--- config.mk ---
export PLATFORM = sky130hd
export DESIGN_NAME = crc8_stream_rx
export DESIGN_NICKNAME = d
export VERILOG_FILES = /design/src/rtl/crc8_stream_rx.sv
export SDC_FILE = /design/constraint.sdc
export NUM_CORES = 1
export LEC_CHECK = 0
export BUFFER_PORTS_ARGS = -buffer_cell sky130_fd_sc_hd__buf_4
export CAP_MARGIN = 20
export CELL_PAD_IN_SITES_DETAIL_PLACEMENT = 0
export CELL_PAD_IN_SITES_GLOBAL_PLACEMENT = 1
export CORE_AREA = 5 5 131 133
export CTS_BUF_LIST = sky130_fd_sc_hd__clkbuf_4 sky130_fd_sc_hd__clkbuf_8
export DETAILED_ROUTE_END_ITERATION = 8
export DIE_AREA = 0 0 136 138
export GPL_ROUTABILITY_DRIVEN = 0
export GPL_TIMING_DRIVEN = 0
export PLACE_DENSITY = 0.8
export SETUP_SLACK_MARGIN = 0.4
export SLEW_MARGIN = 20
export SYNTH_ARGS = -nofsm -noshare
export SYNTH_HDL_FRONTEND = slang
export SYNTH_SLANG_ARGS = --single-unit
export TNS_END_PERCENT = 10
--- constraint.sdc ---
create_clock -name clk -period 3.4 [get_ports clk]
set_clock_uncertainty 0.1 [all_clocks]
set_input_delay 0.51 -clock clk [delete_from_list [all_inputs] [get_ports clk]]
set_output_delay 0.51 -clock clk [all_outputs]
set_load 0.01 [all_outputs]
--- src/rtl/crc8_stream_rx.sv ---
// Byte-serial CRC-8 codeword receiver: 8 data bytes + CRC byte in, 64-bit checked word out.
// Optional CRC8_RX_DROP_BAD_EN: discard words with a non-zero residue and tie out_error low.
module crc8_stream_rx #(
    parameter logic [7:0] POLY = 8'h07,
    parameter logic [7:0] INIT = 8'h00
) (
    input  logic        clk,
    input  logic        rst_n,
    input  logic        in_valid,
    output logic        in_ready,
    input  logic [7:0]  in_data,
    input  logic        in_sof,
    output logic        out_valid,
    input  logic        out_ready,
    output logic [63:0] out_data,
    output logic        out_error,
    output logic        trunc
);

    typedef enum logic {IDLE, COLLECT} state_t;

    state_t      state, state_nx;
    logic [3:0]  byte_cnt, cnt_nx, cnt_base;
    logic [7:0]  crc, crc_nx, crc_upd;
    logic [63:0] shreg, shreg_nx, od_nx;
    logic        ov_nx, oe_nx, trunc_nx;
    logic        accept, restart, complete, bad;

    function automatic logic [7:0] crc_byte(input logic [7:0] c, input logic [7:0] b);
        logic [7:0] r;
        r = c ^ b;
        for (int unsigned i = 0; i < 8; i++)
            r = r[7] ? ({r[6:0], 1'b0} ^ POLY) : {r[6:0], 1'b0};
        return r;
    endfunction

    assign in_ready = ~out_valid | out_ready;

    always_comb begin
        state_nx = state;
        cnt_nx   = byte_cnt;
        crc_nx   = crc;
        shreg_nx = shreg;
        ov_nx    = out_valid;
        od_nx    = out_data;
        oe_nx    = out_error;

        accept   = in_valid & in_ready;
        // An in_sof mid-frame restarts the count and CRC from this byte
        restart  = accept & in_sof & (byte_cnt != 4'd0);
        cnt_base = restart ? 4'd0 : byte_cnt;
        crc_upd  = crc_byte(restart ? INIT : crc, in_data);
        complete = accept & (cnt_base == 4'd8);
        bad      = (crc_upd != 8'h00);
        trunc_nx = restart;

        if (out_ready)
            ov_nx = 1'b0;

        if (accept) begin
            if (complete) begin
                state_nx = IDLE;
                cnt_nx   = '0;
                crc_nx   = INIT;
`ifdef CRC8_RX_DROP_BAD_EN
                oe_nx = 1'b0;
                if (!bad) begin
                    ov_nx = 1'b1;
                    od_nx = shreg;
                end
`else
                ov_nx = 1'b1;
                od_nx = shreg;
                oe_nx = bad;
`endif
            end else begin
                state_nx = COLLECT;
                cnt_nx   = cnt_base + 4'd1;
                crc_nx   = crc_upd;
                shreg_nx = {shreg[55:0], in_data};
            end
        end
    end

    always_ff @(posedge clk) begin
        if (!rst_n) begin
            state     <= IDLE;
            byte_cnt  <= '0;
            crc       <= INIT;
            shreg     <= '0;
            out_valid <= 1'b0;
            out_data  <= '0;
            out_error <= 1'b0;
            trunc     <= 1'b0;
        end else begin
            state     <= state_nx;
            byte_cnt  <= cnt_nx;
            crc       <= crc_nx;
            shreg     <= shreg_nx;
            out_valid <= ov_nx;
            out_data  <= od_nx;
            out_error <= oe_nx;
            trunc     <= trunc_nx;
        end
    end

endmodule

* Word-level counts from Yosys, hierarchy flattened *
Cells that the tools add are included.

storage, ports and cells
  register bits after elaboration = 143
  input port bits = 13
  logic and storage cells = 44

cells by class
  add/subtract/negate cells = 1
  equal/unequal tests = 1
  mux-type cells = 15
  bitwise gates (word level) = 16
  reductions and logical operators = 4

operator list
  operator               number
  $mux W3                8
  $not A3 Y3             8
  $mux W8                2
  $mux W4                2
  $reduce_bool A8 Y1     1
  $xor A8 B8 Y8          1
  $add A4 B1 Y4 const B  1
  $and A1 B1 Y1          4
  $eq A4 B4 Y1 const B   1
  $reduce_and A2 Y1      2
  $reduce_bool A4 Y1     1
  $mux W1                3
  $not A1 Y1             2
  $or A1 B1 Y1           1

* Logic depth before layout (Yosys ltp) *
Gate-level depths: netlist of run 1.

  depth after elaboration = 24
  gate-level depth with buffers = 13
  mapped depth without buffers = 11

* Worst setup path before layout of run 1 *
No wires, ideal clock.

  path type = input to register
  start point = input out_ready
  end point = register out_data[0]
  library setup time = 0.076 ns
  arrival = 2.389 ns
  slack = 0.836 ns
  stages = 13
  buffers on the path = 3
  path through = nor2b_1 > buf_6 > inv_2 > and2_1 > nand2_1 > nand2_1 > ha_1 > nand3b_1 > or3_1 > clkbuf_1 > clkbuf_1 > nand2_1 > a21boi_0

on the way
  word-level cells in the longest chain between the ends = 8

RTL lines
  item                                    line  text
  from (decl)                             14    input logic out_ready,
  $or A1 B1 Y1 (*)                        37    assign in_ready = ~out_valid | out_ready;
  via in_ready                            10    output logic in_ready,
  $and A1 B1 Y1 (*)                       48    accept = in_valid & in_ready;
  $and A1 B1 Y1 (2 in series)             50    restart = accept & in_sof & (byte_cnt != 4'd0);
  $mux W4                                 51    cnt_base = restart ? 4'd0 : byte_cnt;
  $eq A4 B4 Y1                            53    complete = accept & (cnt_base == 4'd8);
  $and A1 B1 Y1                           53
  $reduce_and A2 Y1 (no source line) (*)  -
  to (signal assigned)                    101   out_data <= od_nx;
  to (decl)                               15    output logic [63:0] out_data,

Mark *: on every way through the listed nets, which the timed path passes. The rest lies on a longest branch.
A chain may end at the register's enable or synchronous reset.

* Final worst setup path of run 1 *
  start point = register out_valid
  end point = register out_data[33]

on the way
  word-level cells in the longest chain between the ends = 9

RTL lines
  item                                    line  text
  from (decl)                             13    output logic out_valid,
  from (signal assigned)                  100   out_valid <= ov_nx;
  $not A1 Y1 (*)                          37
  $or A1 B1 Y1 (*)                        37
  $and A1 B1 Y1 (*)                       48
  $and A1 B1 Y1 (2 in series)             50
  $mux W4                                 51
  $eq A4 B4 Y1                            53
  $and A1 B1 Y1                           53
  $reduce_and A2 Y1 (no source line) (*)  -

Every way passes the cells marked *; elsewhere a longest branch is shown, timed or not.

==> run metrics, run 1 <==
iteration count of the initial detailed-routing pass=4; Fmax achieved=347 MHz; DIE WIDTH=136 µm; Layout area overhead=23.9%; Placed Cells=963; peak supply drop=0.298 mV; FF+latch count, synth=143; CP endpoint kind=flop; asr flop ratio synth=0; Fillers=1579; hold crit path type=in -> reg; Max clock buf depth=2; critical path fanouts, max=10; H-tree levels=4; Pwr Total=4080 µW; Syn Std Cell Area=5750 µm²; multiplexer area fraction after synthesis=0.00174; Post-Synth XOR/XNOR Area=0.0486; CP peak stage delay=0.41 ns; CORE AREA=15700 µm²; clock slew at reported path FFs=0.08 ns; CP required=3.65 ns; Cell variety after synth=39; Post-Synth Simple-Gate Area=0.205; ant diodes=0; Worst Tran Pin Value=0.624 ns; Sw Pwr=994 µW; max-cap viol count=0; layer with the highest usage=met2; met3 usage=0.0399; Port-buffer cells=78; Initial DRC Count=227; commonest non-fill, non-tap cells in the layout=264 x nand2_1, 143 x dfxtp_1, 85 x a21boi_0, 78 x buf_4, 44 x a21boi_1; site row count=46; pin count of the biggest net entering global routing=17; vias in the first global route=4832; # IOs=81; part of the Yosys area used for sequential elements=0.498; clock buffer count from CTS=17; Final #Nets=782; post-route cell area=7120 µm²; max-slew violation count=0; Final ANT Viol Nets=0; most frequent CP cell=nand2_1; met1 usage in global routing=0.196; DR vias=4720; Max stage delay cell, worst path=clkbuf_1; Initial Util=0.366; clock sinks=143; switching part of the total=0.244; initial antenna violation count=0; largest family of logic cells by synthesized area=simple AND/OR/NAND/NOR gates; via/cell ratio=4.74; synthesized net count=685; Tot GR Track Use=0.154; Post-DP HPWL=10700 µm; commonest non-fill, non-tap cell in the layout=nand2_1; Top FF cell, synth=dfxtp_1; Final Instance Count excl. Fillers=995; global-route wire length before repair=23400 µm; final hold slack=0.242 ns; Final Hold Fails=0; utilization after layout=0.453; share of layout cells above drive strength 1=0.171; die area=18800 µm²; final WL=14200 µm; WP data arrival=3.14 ns; Synth Instances=669; LEAKAGE=0.00262 µW; DRC viols=0; outcome=finished, final reports clean; WL/cell=14.3 µm; Post-Synth Adder-Cell Area=0.00653; DP Area=6600 µm²; PwrDens=573 nW/µm²; Startpoint Class=flop; TritonCTS clock tree=yes; Pint=3080 µW; clock share of power=0.409; portion of total power attributed to combinational logic=0.156; Post-synth EDFFs=0; crit-path cells=nor2b_1, buf_6, inv_2, and2_1, nand2_1, nand2_1, ha_1, nand3b_1, or3_1, clkbuf_2, clkbuf_1, nand2_1, a21boi_0; post-synthesis compound-gate area fraction=0.199; endpoints failing setup=0; routing usage on met2=0.253; Synth warnings=0; sequential share of power=0.435; clk root buf=clkbuf_8; Avg Cell Area, Syn=8.59 µm²; Tmin final=2.88 ns; Rel. slew slack=0.581; Final Cycle Share=0.848; Crit Path Class=reg -> reg; RSZ-0062 raised after global routing=true; die height=138 µm; clk_lat worst skew=0.44 ns; GRT Residual Overflow=0
power by group through the flow:
| stage | clock network [µW] | logic (µW) | registers, µW |
|---|---|---|---|
| 6_report | 1670 | 637 | 1770 |
| 5_1_grt | 1780 | 705 | 1780 |
| 4_1_cts | 1700 | 638 | 1770 |
| 3_5_place_dp | 0 | 635 | 1810 |
| 3_3_place_gp | 0 | 617 | 1810 |
| 2_1_floorplan | 0 | 530 | 1800 |
synthesized netlist by cell type (2+ instances only):
cell | n | area (µm²)
xnor2_2 | 3 | 48.8
a21boi_0 | 85 | 638
buf_6 | 3 | 33.8
a21boi_1 | 44 | 330
nor3_1 | 3 | 15.0
nor2b_1 | 10 | 62.6
xor2_1 | 13 | 114
dfxtp_1 | 143 | 2860
inv_1 | 2 | 7.51
and2_1 | 3 | 18.8
a22oi_1 | 8 | 60.1
nand2_1 | 264 | 991
ha_1 | 3 | 37.5
xnor2_1 | 8 | 70.1
clkbuf_1 | 43 | 161
o31ai_1 | 7 | 52.6
nand3_1 | 3 | 15.0
o21ai_0 | 3 | 15.0
path summary, 6_finish.rpt:
kind / from / slack (ns) / cells after the start / to
setup / recovery: out_valid$_SDFF_PN0_ / 0.52 / 13 / out_data[33]$_SDFFE_PN0P_
hold / removal: in_data[4] / 0.24 / 3 / shreg[4]$_SDFFE_PN0P_
setup reg to reg: out_valid$_SDFF_PN0_ / 0.52 / 13 / out_data[33]$_SDFFE_PN0P_
hold reg to reg: out_data[60]$_SDFFE_PN0P_ / 0.36 / 2 / out_data[60]$_SDFFE_PN0P_
stage by stage:
step	setup WS (ns)	setup TNS (ns)
after floorplan	0.836	0
after global placement	0.0729	0
after detailed placement	-0.0196	-0.0208
after CTS	0.328	0
after global routing	0.258	0
final	0.516	0
flip-flops by register name, summed over array words and instances (netlist names):
name       flops
byte_cnt       4
trunc          1
out_data      64
out_error      1
shreg         64
crc            8
out_valid      1
cell type report:
| cell class | instances | area [µm²] | area share |
|---|---|---|---|
| sequential | 143 | 2860 | 0.402 |
| multi-input combinational | 475 | 2650 | 0.373 |
| timing repair buffer | 78 | 586 | 0.0823 |
| clock buffer | 22 | 297 | 0.0417 |
| tap | 216 | 270 | 0.0380 |
| buffer | 48 | 233 | 0.0327 |
| clock inverter | 10 | 205 | 0.0288 |
| inverter | 3 | 11.3 | 0.00158 |
per-layer routing:
metal | routed length [µm] | part of all wire | vias up
li1 | - | - | 2381
met5 | 0 | 0 | -
met1 | 6520 | 0.46 | 2234
met3 | 667 | 0.047 | 17
met2 | 6790 | 0.48 | 88
met4 | 197 | 0.014 | 0
critical path, delay by kind of cell (launching register included):
kind	cells	cell delay [ns]
flip-flops	1	0.34
adder cells (fa/ha/maj)	1	0.22
buffers and inverters	4	0.93
AND/OR/NAND/NOR	7	1.02
AO/OA/AOI/OAI	1	0.20
timing repair:
item	in CTS	in global routing
gates resized for setup	1	20
hold buffers	0	0
setup endpoints to repair	79	110
setup buffers	0	0
kinds of logic after synthesis:
logic type,Yosys count
simple gates,292
compound gates,153
flops,143
buf+inv,51
xor+xnor,26
fa+ha+maj,3
mux,1
Note: power is estimated with default switching activity, not from simulation.
==> inputs of run 2 (changes only) <==
Settings changed: ABC_AREA from default to 1, CORE_AREA 5 5 131 133 to 5 5 129 131, DIE_AREA 0 0 136 138 to 0 0 134 136, PLACE_DENSITY 0.8 to 0.85.
Clock period 3.4 ns to 2.6 ns, I/O delays scaled along.
==> run 2 against run 1 <==
Net effect: sequential power increased by 33%; combinational power decreased by 20%; die area decreased by 2.9%; highest routed layer unchanged; wire length increased by 8.8%; area after synthesis decreased by 3.6%; global-route usage increased by 0.59 points; sequential share of layout area decreased by 1.7 points; worst hold slack got worse by 0.13 ns; clock power increased by 11%; register-to-register slack got worse by 0.07 ns; non-clock buffer count increased by 23.
==> run metrics, run 2 <==
outcome=finished, final reports clean; die area=18200 µm² (-2.9%); # IOs=81 (unchanged); pin count of the biggest net entering global routing=17 (unchanged); Post-synth EDFFs=0 (unchanged); CP endpoint kind=flop; M1 wire length=7240 µm (+11%); post-synthesis compound-gate area fraction=0.137 (-0.0621); peak supply drop=0.326 mV (+9.3%); Avg Cell Area, Syn=7.36 µm² (-14%); Final Cycle Share=0.828 (-0.0203); Final #Nets=890 (+14%); clock share of power=0.394 (-0.015); Post-Synth XOR/XNOR Area=0.00158 (-0.0470); R2R Setup Slk=0.45 ns (-0.07 ns); Pint=3500 µW (+14%); Synth area leaders=dfxtp_1 52%, nand2_1 15%, nor2_1 8.7%; registers with the most flip-flops=out_data (64), shreg (64), crc (8); critical path fanouts, max=10 (unchanged); most frequent cell after synthesis=nand2_1; clock sinks=143 (unchanged); clock slew at reported path FFs=0.08 ns (about the same); setup TNS=0 ns (unchanged); share of layout cells above drive strength 1=0.255 (+0.0841); WP data arrival=2.40 ns (-0.74 ns); via/cell ratio=4.75 (+0.11%); CTS hold repair buffers=0 (unchanged); utilization after layout=0.481 (+0.0277); part of the Yosys area used for sequential elements=0.517 (+0.0186); site row count=46 (unchanged); Post-Synth Adder-Cell Area=0.00678 (+0.000243); commonest non-fill, non-tap cell in the layout=nand2_1; DR vias=5124 (+8.6%); Rel. slew slack=0.558 (-0.0233); Layout area overhead=34.3%; TritonCTS clock tree=yes; Post-DP HPWL=10300 µm (-3.7%); hold crit path type=in -> reg; max-cap viol count=0 (unchanged); Synth warnings=0 (unchanged); endpoints failing setup=0 (unchanged); Yosys top cell by area=dfxtp_1; synth cell count leaders=215 x nand2_1, 143 x dfxtp_1, 128 x nor2_1; Syn Std Cell Area=5540 µm² (-3.6%); switching part of the total=0.259 (+0.0150); pre-CTS setup slack=-0.112 ns (-0.0920 ns); RSZ-0062 raised after global routing=true; PwrDens=635 nW/µm² (+11%); DIE WIDTH=134 µm (-1.5%); asr flop ratio synth=0 (unchanged); portion of total power attributed to combinational logic=0.108 (-0.048); crit-path cells=a21oi_4, nand3_4, buf_8, inv_6, nor2_2, inv_2, ha_2, nand2_2, nor2_4, nor2_4, buf_6, clkbuf_4, o21ai_0, nor2_1; Top FF cell, synth=dfxtp_1; Worst Hold Depth=3 (unchanged); Fmax achieved=464 MHz (+34%); synthesized net count=769 (+12%); Final ANT Viol Nets=0 (unchanged); Worst Tran Pin Value=0.663 ns (+0.0397 ns); Tot GR Track Use=0.160 (+0.00586); met3 wire length=681 µm (+2.1%); ant diodes=0 (unchanged); commonest non-fill, non-tap cells in the layout=205 x nand2_1, 139 x dfxtp_1, 116 x nor2_1, 98 x buf_4, 75 x a21oi_1; Initial DRC Count=285 (+26%); Cell variety after synth=23 (-41%); most frequent CP cell=nor2_4; CP peak stage delay=0.35 ns (-0.06 ns); clock buffer count from CTS=17 (unchanged); clk_lat worst skew=0.45 ns (about the same); Crit Path Class=reg -> reg; final worst slack=0.447 ns (-0.0686 ns); CP required=2.84 ns (-0.81 ns); global-route wire length before repair=23100 µm (-1.4%); H-tree levels=4 (unchanged); Max stage delay cell, worst path=dfxtp_2; Final Hold Fails=0 (unchanged); top routing layer used=met4; FF+latch count, synth=143 (unchanged); Port-buffer cells=80 (+2.6%); Post-Synth Simple-Gate Area=0.279 (+0.0741); Max clock buf depth=2 (unchanged); Pwr Total=4720 µW (+16%); multiplexer area fraction after synthesis=0 (-0.00174); GRT Residual Overflow=0 (unchanged); Tmin final=2.15 ns (-0.731 ns); clk root buf=clkbuf_8; final WL=15400 µm (+8.8%); worst r2r path cells=14 (+1); Final Instance Count excl. Fillers=1079 (+8.4%); DRC viols=0 (unchanged); iteration count of the initial detailed-routing pass=5 (+1); Sw Pwr=1220 µW (+23%); max-slew violation count=0 (unchanged); Placed Cells=1025 (+6.4%); met2 WL=7310 µm (+7.6%); Synth Instances=753 (+13%); initial antenna violation count=0 (unchanged); Startpoint Class=flop; WL/cell=14.3 µm (+0.35%); area fraction of the dominant cell type after synthesis=0.517 (+0.0186); largest family of logic cells by synthesized area=simple AND/OR/NAND/NOR gates; die height=136 µm (-1.4%); CORE AREA=15500 µm² (-1.5%); sequential share of power=0.498 (+0.063); Initial Util=0.358 (-0.00790); LEAKAGE=0.00312 µW (+19%); vias in the first global route=4557 (-5.7%)
-- run 2: worst paths after layout --
check                            start                         to
max               out_valid$_SDFF_PN0_     shreg[13]$_SDFFE_PN0P_
min                         in_data[1]      shreg[1]$_SDFFE_PN0P_
max reg2reg       out_valid$_SDFF_PN0_     shreg[13]$_SDFFE_PN0P_
min reg2reg  out_data[55]$_SDFFE_PN0P_  out_data[55]$_SDFFE_PN0P_
-- run 2: critical path, delay by kind of cell (launching register included) --
family                   cells  cell delay, ns
AND/OR/NAND/NOR              6            0.48
AO/OA/AOI/OAI                2            0.38
flip-flops                   1            0.35
adder cells (fa/ha/maj)      1            0.16
buffers and inverters        5            0.55
-- run 2: per-layer routing --
metal / GRT usage / vias up
met4: 0.0526 / 0
met1: 0.210 / 2341
met5: 0 / -
li1: - / 2663
met3: 0.0466 / 21
met2: 0.254 / 99
-- run 2: power by group through the flow --
stage	combinational, µW	sequential (µW)	clock [µW]
CTS	450	2350	1890
detailed placement	430	2390	0
global route	574	2360	1990
global placement	427	2390	0
finish	511	2350	1860
floorplan	328	2370	0
-- run 2: stage by stage --
stage / hold WS [ns] / area, µm²
after floorplan: 0.336 / 5540
after global placement: 0.351 / 6380
after detailed placement: 0.356 / 6380
after CTS: 0.0907 / 6960
after global routing: 0.105 / 7440
final: 0.108 / 7440
-- run 2: repair_timing --
item	in CTS	in global routing
gates resized for setup	40	80
endpoints found under the setup margin	142	142
buffers inserted	5	7
gates cloned	0	10
pin swaps	6	22
-- run 2: final cells by class --
class	instances	area [µm²]
inverters	22	95.1
clock inverters	10	136
plain buffers	47	383
multi-input cells	541	2510
fillers	1544	8040
well taps	192	240
flip-flops and latches	143	2870
clock buffers	22	284
repair buffers	102	927
-- run 2: kinds of logic (layout without fill, tap and decap cells) --
family                   after synthesis  in the layout
adder cells (fa/ha/maj)                3              3
buffers and inverters                 69            203
AND/OR/NAND/NOR                      388            388
AO/OA/AOI/OAI                        149            149
flip-flops                           143            143
XOR/XNOR                               1              1
